==> config.mk <==
export PLATFORM = sky130hd
export DESIGN_NAME = fp_add_sched
export DESIGN_NICKNAME = d
export VERILOG_FILES = /design/src/rtl/fp_add_sched.sv
export SDC_FILE = /design/constraint.sdc
export NUM_CORES = 1
export LEC_CHECK = 0
export BUFFER_PORTS_ARGS = -buffer_cell sky130_fd_sc_hd__buf_2
export CORE_ASPECT_RATIO = 0.5
export CORE_UTILIZATION = 50
export DETAILED_ROUTE_END_ITERATION = 7
export PLACE_DENSITY = 0.72
export SETUP_SLACK_MARGIN = 0.05
export SLEW_MARGIN = 20
export SYNTH_ARGS = -nofsm -noshare
export SYNTH_HDL_FRONTEND = slang
export SYNTH_SLANG_ARGS = --single-unit
export TNS_END_PERCENT = 50
==> constraint.sdc <==
create_clock -name clk -period 15.3 [get_ports clk]
set_input_delay 1.53 -clock clk [delete_from_list [all_inputs] [get_ports clk]]
set_output_delay 1.53 -clock clk [all_outputs]
set_load 0.01 [all_outputs]
==> src/rtl/fp_add_sched.sv <==
// fp_add_sched: one multi-cycle IEEE754 single-precision adder shared by two
// requesters. It accepts one operand pair at a time and runs it through
// ALIGN/ADD/NORM/EXC. The sum comes back on a valid/ready channel tagged with
// the requester id.
//
// Ports
//   clk, rst                 clock, synchronous active-high reset
//   req0_valid/a/b/ready     requester 0 operand channel
//   req1_valid/a/b/ready     requester 1 operand channel
//   res_valid/ready          result channel handshake
//   res_data, res_id         sum and owning requester
//   busy                     high whenever the FSM is not in IDLE
//
// Parameters
//   ARB_MODE  0 = round-robin, 1 = fixed priority (req0 wins)
//   RR_INIT   requester holding round-robin priority after reset
//
// state | meaning
// IDLE  | waiting for an operand pair, readies may assert
// ALIGN | unpack, order by magnitude, shift smaller mantissa
// ADD   | 25-bit add or subtract of aligned mantissas
// NORM  | renormalise mantissa and exponent
// EXC   | overflow/underflow handling, pack result
// DONE  | result presented until the consumer takes it
module fp_add_sched #(
  parameter logic ARB_MODE = 1'b0,
  parameter logic RR_INIT  = 1'b0
) (
  input  logic        clk,
  input  logic        rst,
  input  logic        req0_valid,
  input  logic [31:0] req0_a,
  input  logic [31:0] req0_b,
  output logic        req0_ready,
  input  logic        req1_valid,
  input  logic [31:0] req1_a,
  input  logic [31:0] req1_b,
  output logic        req1_ready,
  output logic        res_valid,
  input  logic        res_ready,
  output logic [31:0] res_data,
  output logic        res_id,
  output logic        busy
);

  typedef enum logic [2:0] {IDLE, ALIGN, ADD, NORM, EXC, DONE} state_t;

  state_t      state;
  logic        prio;
  logic        grant;
  logic        id_q;
  logic [31:0] op_a, op_b;

  logic        sign_l, eff_sub;
  logic [7:0]  exp_l;
  logic [23:0] mant_l, mant_s;
  logic [24:0] sum;
  logic [22:0] mant_n;
  logic [8:0]  exp_n;

  logic        a_big;
  logic [31:0] lop, sop;
  logic [7:0]  dexp;
  logic [23:0] ms_raw;
  logic [23:0] ml_c, ms_c;
  logic [24:0] sum_c;
  logic [4:0]  lz;
  logic [22:0] mant_n_c;
  logic [8:0]  exp_n_c;
  logic [8:0]  exp_r;
  logic [31:0] packed_c;

  function automatic logic [4:0] lzc24(input logic [23:0] v);
    logic found;
    lzc24 = 5'd0;
    found = 1'b0;
    for (int i = 23; i >= 0; i--) begin
      if (!found) begin
        if (v[i]) found = 1'b1;
        else lzc24 = lzc24 + 5'd1;
      end
    end
  endfunction

  // Fixed mode ignores prio; a lone valid always wins.
  always_comb begin
    grant = 1'b0;
    if (req0_valid && req1_valid) grant = ARB_MODE ? 1'b0 : prio;
    else grant = !req0_valid;
  end

  assign req0_ready = !rst && (state == IDLE) && !grant && req0_valid;
  assign req1_ready = !rst && (state == IDLE) &&  grant && req1_valid;
  assign busy       = (state != IDLE);

  // Operands with a zero exponent are flushed to exactly zero.
  always_comb begin
    a_big  = (op_a[30:0] >= op_b[30:0]);
    lop    = a_big ? op_a : op_b;
    sop    = a_big ? op_b : op_a;
    dexp   = lop[30:23] - sop[30:23];
    ml_c   = (lop[30:23] != 8'd0) ? {1'b1, lop[22:0]} : 24'd0;
    ms_raw = (sop[30:23] != 8'd0) ? {1'b1, sop[22:0]} : 24'd0;
    ms_c   = (dexp >= 8'd25) ? 24'd0 : (ms_raw >> dexp);
  end

  always_comb begin
    sum_c = eff_sub ? ({1'b0, mant_l} - {1'b0, mant_s})
                    : ({1'b0, mant_l} + {1'b0, mant_s});
  end

  // The hidden bit is dropped during the shift: after shifting by the
  // leading-zero count it would sit at bit 23, outside the 23-bit field.
  always_comb begin
    exp_r    = {1'b0, exp_l};
    lz       = lzc24(sum[23:0]);
    mant_n_c = 23'd0;
    exp_n_c  = 9'd0;
    if (sum[24]) begin
      mant_n_c = sum[23:1];
      exp_n_c  = exp_r + 9'd1;
    end else begin
      mant_n_c = sum[22:0] << lz;
      if ((sum[23:0] == 24'd0) || (exp_r <= {4'd0, lz})) exp_n_c = 9'd0;
      else exp_n_c = exp_r - {4'd0, lz};
    end
  end

  always_comb begin
    if (exp_n >= 9'd255)     packed_c = {sign_l, 8'hFF, 23'd0};
    else if (exp_n == 9'd0)  packed_c = 32'd0;
    else                     packed_c = {sign_l, exp_n[7:0], mant_n};
  end

  // res_valid rises one cycle into DONE, so results appear five edges after
  // the accepting edge.
  always_ff @(posedge clk) begin
    if (rst) begin
      state     <= IDLE;
      res_valid <= 1'b0;
      res_data  <= 32'd0;
      res_id    <= 1'b0;
      prio      <= RR_INIT;
    end else begin
      case (state)
        IDLE: begin
          if (req0_ready || req1_ready) begin
            op_a  <= grant ? req1_a : req0_a;
            op_b  <= grant ? req1_b : req0_b;
            id_q  <= grant;
            if (!ARB_MODE) prio <= !grant;
            state <= ALIGN;
          end
        end
        ALIGN: begin
          sign_l  <= lop[31];
          eff_sub <= lop[31] ^ sop[31];
          exp_l   <= lop[30:23];
          mant_l  <= ml_c;
          mant_s  <= ms_c;
          state   <= ADD;
        end
        ADD: begin
          sum   <= sum_c;
          state <= NORM;
        end
        NORM: begin
          mant_n <= mant_n_c;
          exp_n  <= exp_n_c;
          state  <= EXC;
        end
        EXC: begin
          res_data <= packed_c;
          res_id   <= id_q;
          state    <= DONE;
        end
        DONE: begin
          if (res_valid && res_ready) begin
            res_valid <= 1'b0;
            state     <= IDLE;
          end else begin
            res_valid <= 1'b1;
          end
        end
        default: state <= IDLE;
      endcase
    end
  end

endmodule

Yosys cells after proc, flatten, opt, wreduce, memory -nomap -nowiden

Cells that the tools add are included.

Reductions and logical operators: 24
Bitwise logic cells: 2
Add/sub/neg operators: 28
Equality and inequality tests: 7
Multiplexer cells: 109
Order comparisons: 4
Shift operators: 2

Operators with widths:

| kind                | number |
|---|---|
| $mux 5              | 46 |
| $mux 32             | 6 |
| $add 5x1->5 const B | 23 |
| $mux 1              | 48 |
| $mux 24             | 2 |
| $ge 31x31->1        | 1 |
| $add 24x24->25      | 1 |
| $mux 25             | 1 |
| $sub 24x24->25      | 1 |
| $logic_not 24->1    | 1 |
| $shr 24x8->24       | 1 |
| $mux 23             | 1 |
| $shl 23x5->23       | 1 |
| $mux 9              | 2 |
| $pmux 3 s6          | 1 |
| $reduce_bool 8->1   | 2 |
| $reduce_and 2->1    | 5 |
| $add 8x1->9 const B | 1 |
| $ge 9x8->1 const B  | 1 |
| $logic_not 9->1     | 1 |
| $sub 8x5->9         | 1 |
| $ge 8x5->1 const B  | 1 |
| $le 8x5->1          | 1 |
| $sub 8x8->8         | 1 |
| other kinds (14)    | 26 |

Logic and storage cells: 193
Output and inout port bits: 37
Bits in registers: 218
Bits of input ports: 133

Depth between registers and ports, before layout

Word-level depth: 74
Gate-level depth with buffers: 89
Gate-level depth less buffers: 87

Worst setup path before layout

Ideal clock, no wire load.

Path type: register to register
Start: register sum[22]
End: register exp_n[2], data pin
Path slack: -0.065 ns
Path buffers: 3
Data arrival time: 15.075 ns
Cell stages (with the launch flop): 85
Setup time: 0.290 ns
Required time: 15.010 ns
Clock period less this slack: 15.365 ns
Path through: edfxtp_1 or4_4 buf_6 nand2_1 inv_1 ha_1 mux2i_1 a21boi_0 ha_1 nand2_1 nand2_1 ha_1 mux2i_1 o21ai_0 ha_1 mux2i_1 nor2_1 a21oi_1 (+49 left out) o21a_1 ha_1 nor2_1 nor2_1 ha_1 nand2b_1 or3_1 xor2_1 xnor2_1 clkbuf_8 clkbuf_1 ha_1 a21o_1 a21oi_1 o21bai_1 o21a_1 o41ai_1 o21ai_0

Word-level cells in the longest chain between the ends: 72
Elaborated cells between the ends (all ways): 97
Those cells by class: add/sub: 23; order compare: 1; mux: 71; reduce/logical: 2

RTL lines:

| item                   | line | text |
|---|---|---|
| from (decl)            | 57   | `logic [24:0] sum;` |
| from (signal assigned) | 164  | `sum <= sum_c;` |
| $mux 5                 | 79   | `if (v[i]) found = 1'b1;` |
| $mux 5                 | 78   | `if (!found) begin` |
| $add 5x1->5            | 80   | `else lzc24 = lzc24 + 5'd1;` |
| $mux 5                 | 79   |  |
| $mux 5                 | 78   |  |
| $add 5x1->5            | 80   |  |
| $mux 5                 | 79   |  |
| $mux 5                 | 78   |  |
| (+57 left out)         | n/a  |  |
| $add 5x1->5            | 80   |  |
| $mux 5                 | 79   |  |
| $mux 5                 | 78   |  |
| $le 8x5->1             | 124  | `if ((sum[23:0] == 24'd0) \|\| (exp_r <= {4'd0, lz})) exp_n_c = 9'd0;` |
| $logic_or 1x1->1       | 124  |  |
| $mux 9 (*)             | 124  |  |
| $mux 9 (*)             | 119  | `if (sum[24]) begin` |
| net exp_n_c[2]         | 69   | `logic [8:0] exp_n_c;` |
| to (signal assigned)   | 169  | `exp_n <= exp_n_c;` |
| to (decl)              | 59   | `logic [8:0] exp_n;` |

Mark *: on every way through the listed nets, which the timed path passes. The rest lies on a longest branch.
A chain may end at the register's enable or synchronous reset.

Final worst setup path

Start: register sum[22]
End: register exp_n[8], data pin

The elaborated chain is that of the path after synthesis.

==> results.ini <==
[run_status]
status=complete, but fails checks
violations=setup timing

[floorplan]
start_util=0.5115
die_w_um=263.0
dieArea_mm2=0.03483
row_count=47
die_y_um=132.5
io_pins=170
core_mm2=0.03328

[timing]
timing.final.ws_setup_ps=-26.07
fin_skew_ps=21.30
finalHoldViolations=0
finalSetupViolCount=6
finalCritPeriodShare=1.002
worstMarginPinSlew_ps=862.5
rsz0062_at_grt=yes
fmax_mhz=65.25
period_needed_ps=15330
whs_ps=460.4
slew_headroom=0.4250
setup_tns_ps=-55.98
report.final.slew_viol_count=0

[routing]
routed-via-count=14610
post-route-drc-count=0
drtAntennaViolNets=0
drt_wl_total_um=41590
wl_per_cell_um=16.10
drt_iter0_drc=1031
viasPerCell=5.655
drt_first_pass_iters=7

[synthesis]
ys.flop_type=edfxtp_1
syn_nets=2204
seq_area_frac_synth=0.3622
synth_edf_count=180
syn_area_mm2=0.01702
yosysWarnings=0
syn_avg_cell_area_um2=8.576
synth_seq_cells=218
yosysUniqueCellTypes=105
async_flop_share=0
synthCells=1985

[clock_network]
clockRootBuffer=clkbuf_16
cts_buffer_depth=3
cts_buffers=22
clock_latency_ps=520
cts.htree.levels=1
clock-sinks=218
cts_tree=yes
cts.clk_slew.worst_paths_ps=60
cts_hold_buf=0

[pwr]
swShare=0.3605
intPower_mw=1.365
finalPower_mw=2.134
p_leak_nw=8.120
power.share.clock=0.248
ir_drop_v=0.00008660
seqPwrFrac=0.365
p_switching_mw=0.7691
comb_power_share=0.387
power_density_mw_per_mm2=109.7

[layout]
drive_gt1_frac=0.1844
final_cell_mix=nand2_1 (331), nor2_1 (210), edfxtp_1 (180)
stdcell_area_mm2=0.01946
fin_util=0.5846
nNetsFinal=2345
final_common_cell=nand2_1
syn2layout_area_growth_pct=14.30
n_antenna_cell=0

[setup_path]
critPathSlowestCell=edfxtp_1
required_ps=15550
worstReg2RegEnd=exp_n[8]$_DFFE_PP_
critPathKind=reg -> reg
cpPeakStageDelay_ps=460
cp-start-kind=flip-flop
end_kind=flip-flop
r2r_cells=88
reg2reg_from=sum[22]$_DFFE_PP_
arrival_ps=15580
worstPathMaxFanout=8
path_common_cell=ha_1
r2r_slack_ps=-30

[grt]
globalRoute.busiestLayer=met2
grt_pass1_wl_um=65960
grt_max_degree=82
grt_pass1_vias=13280
grt_util_all_layers=0.2292
use_met1=0.3269
gr-usage-met3=0.02643
overflow=0
gr-usage-met2=0.3703
antenna_found_initial=0

[placed_design]
dpl_cell_area_mm2=0.01826
hpwl_um=30860
gp_congestion=0.9454
portBuffers=169

[hold_path]
min-delay-path-class=reg -> reg
min_delay_path_depth=2
worstHoldEndpoint=res_id$_SDFFE_PP0N_
min-delay-start=res_id$_SDFFE_PP0N_

[run]
drv_cap=0

==> routing by layer <==
metal / up-vias / part of all wire
li1: 7384 / -
met1: 6761 / 0.47
met2: 400 / 0.46
met3: 63 / 0.051
met4: 0 / 0.023
met5: - / 0
==> worst max-delay path by stage <==
stage / start / end / depth (start not counted)
2_1_floorplan: sum[22]$_DFFE_PP_ / exp_n[2]$_DFFE_PP_ / 84
3_5_place_dp: sum[21]$_DFFE_PP_ / exp_n[3]$_DFFE_PP_ / 87
5_1_grt: sum[22]$_DFFE_PP_ / exp_n[8]$_DFFE_PP_ / 91
3_3_place_gp: sum[21]$_DFFE_PP_ / exp_n[6]$_DFFE_PP_ / 87
4_1_cts: sum[22]$_DFFE_PP_ / exp_n[3]$_DFFE_PP_ / 88
6_report: sum[22]$_DFFE_PP_ / exp_n[8]$_DFFE_PP_ / 88
==> state kept, by name, indices dropped and copies added (netlist names), 3 cells and up <==
register and cells:
mant_l 24, state 3, op_a 32, op_b 32, res_data 32, mant_s 24, mant_n 23, exp_l 8
exp_n 9, sum 25
==> synthesized netlist by cell type (32+ instances only) <==
cell type | n | area (µm²)
a21oi_1 | 118 | 590.6
a22oi_1 | 32 | 240.2
o21ai_0 | 79 | 395.4
dfxtp_1 | 38 | 760.7
clkbuf_1 | 81 | 304.0
edfxtp_1 | 180 | 5405
nor3_1 | 65 | 325.3
nor2_1 | 216 | 810.8
xnor2_1 | 64 | 560.5
ha_1 | 84 | 1051
nand2_1 | 336 | 1261
inv_1 | 89 | 334.1
mux2i_1 | 116 | 1161
nand3_1 | 56 | 280.3
==> worst max-delay path: cells and delay by family (launching register included) <==
family | cells | cell delay [ps]
adders and majority gates | 21 | 5720
buffers and inverters | 6 | 700
xor gates and xnor gates | 2 | 520
DFF | 1 | 460
AOI/OAI and AO/OA | 31 | 4650
and+or+nand+nor | 19 | 1560
muxes | 9 | 1490
==> cell type report <==
class                   instances  area [µm²]
multi-input cells            1569       10410
well taps                     441       551.8
clock inverters                12       88.84
repair buffers                224        1270
clock buffers                  28       624.3
inverters                      91       345.3
fillers                      2922       13830
flip-flops and latches        218        6166
==> through the flow <==
step	setup WS, ps	instances
2_1_floorplan	178.9	1985
5_1_grt	-675.4	2583
3_5_place_dp	-563.9	2524
3_3_place_gp	61.93	2524
6_report	-26.07	2583
4_1_cts	59.48	2570
==> logic make-up (layout without fill, tap and decap cells) <==
group	after synthesis	in the layout	synth area share
AOI/OAI and AO/OA	404	404	0.1529
xor gates and xnor gates	98	98	0.05630
adders and majority gates	87	87	0.06468
buffers and inverters	198	355	0.04924
DFF	218	218	0.3622
muxes	141	141	0.08724
and+or+nand+nor	839	839	0.2275
==> power by group through the flow <==
stage / registers [mW] / logic, mW / clock network [mW]
finish: 0.778 / 0.826 / 0.530
global route: 0.784 / 0.920 / 0.564
CTS: 0.776 / 0.797 / 0.538
detailed placement: 0.789 / 0.786 / 0
global placement: 0.787 / 0.774 / 0
floorplan: 0.769 / 0.609 / 0
==> repair_timing <==
item | CTS | global route
endpoints found under the setup margin | 18 | 32
pin swaps | 14 | 57
cloned | 0 | 0
buffers inserted | 6 | 13
resized for setup | 19 | 67
(Power assumes the default switching activity.)
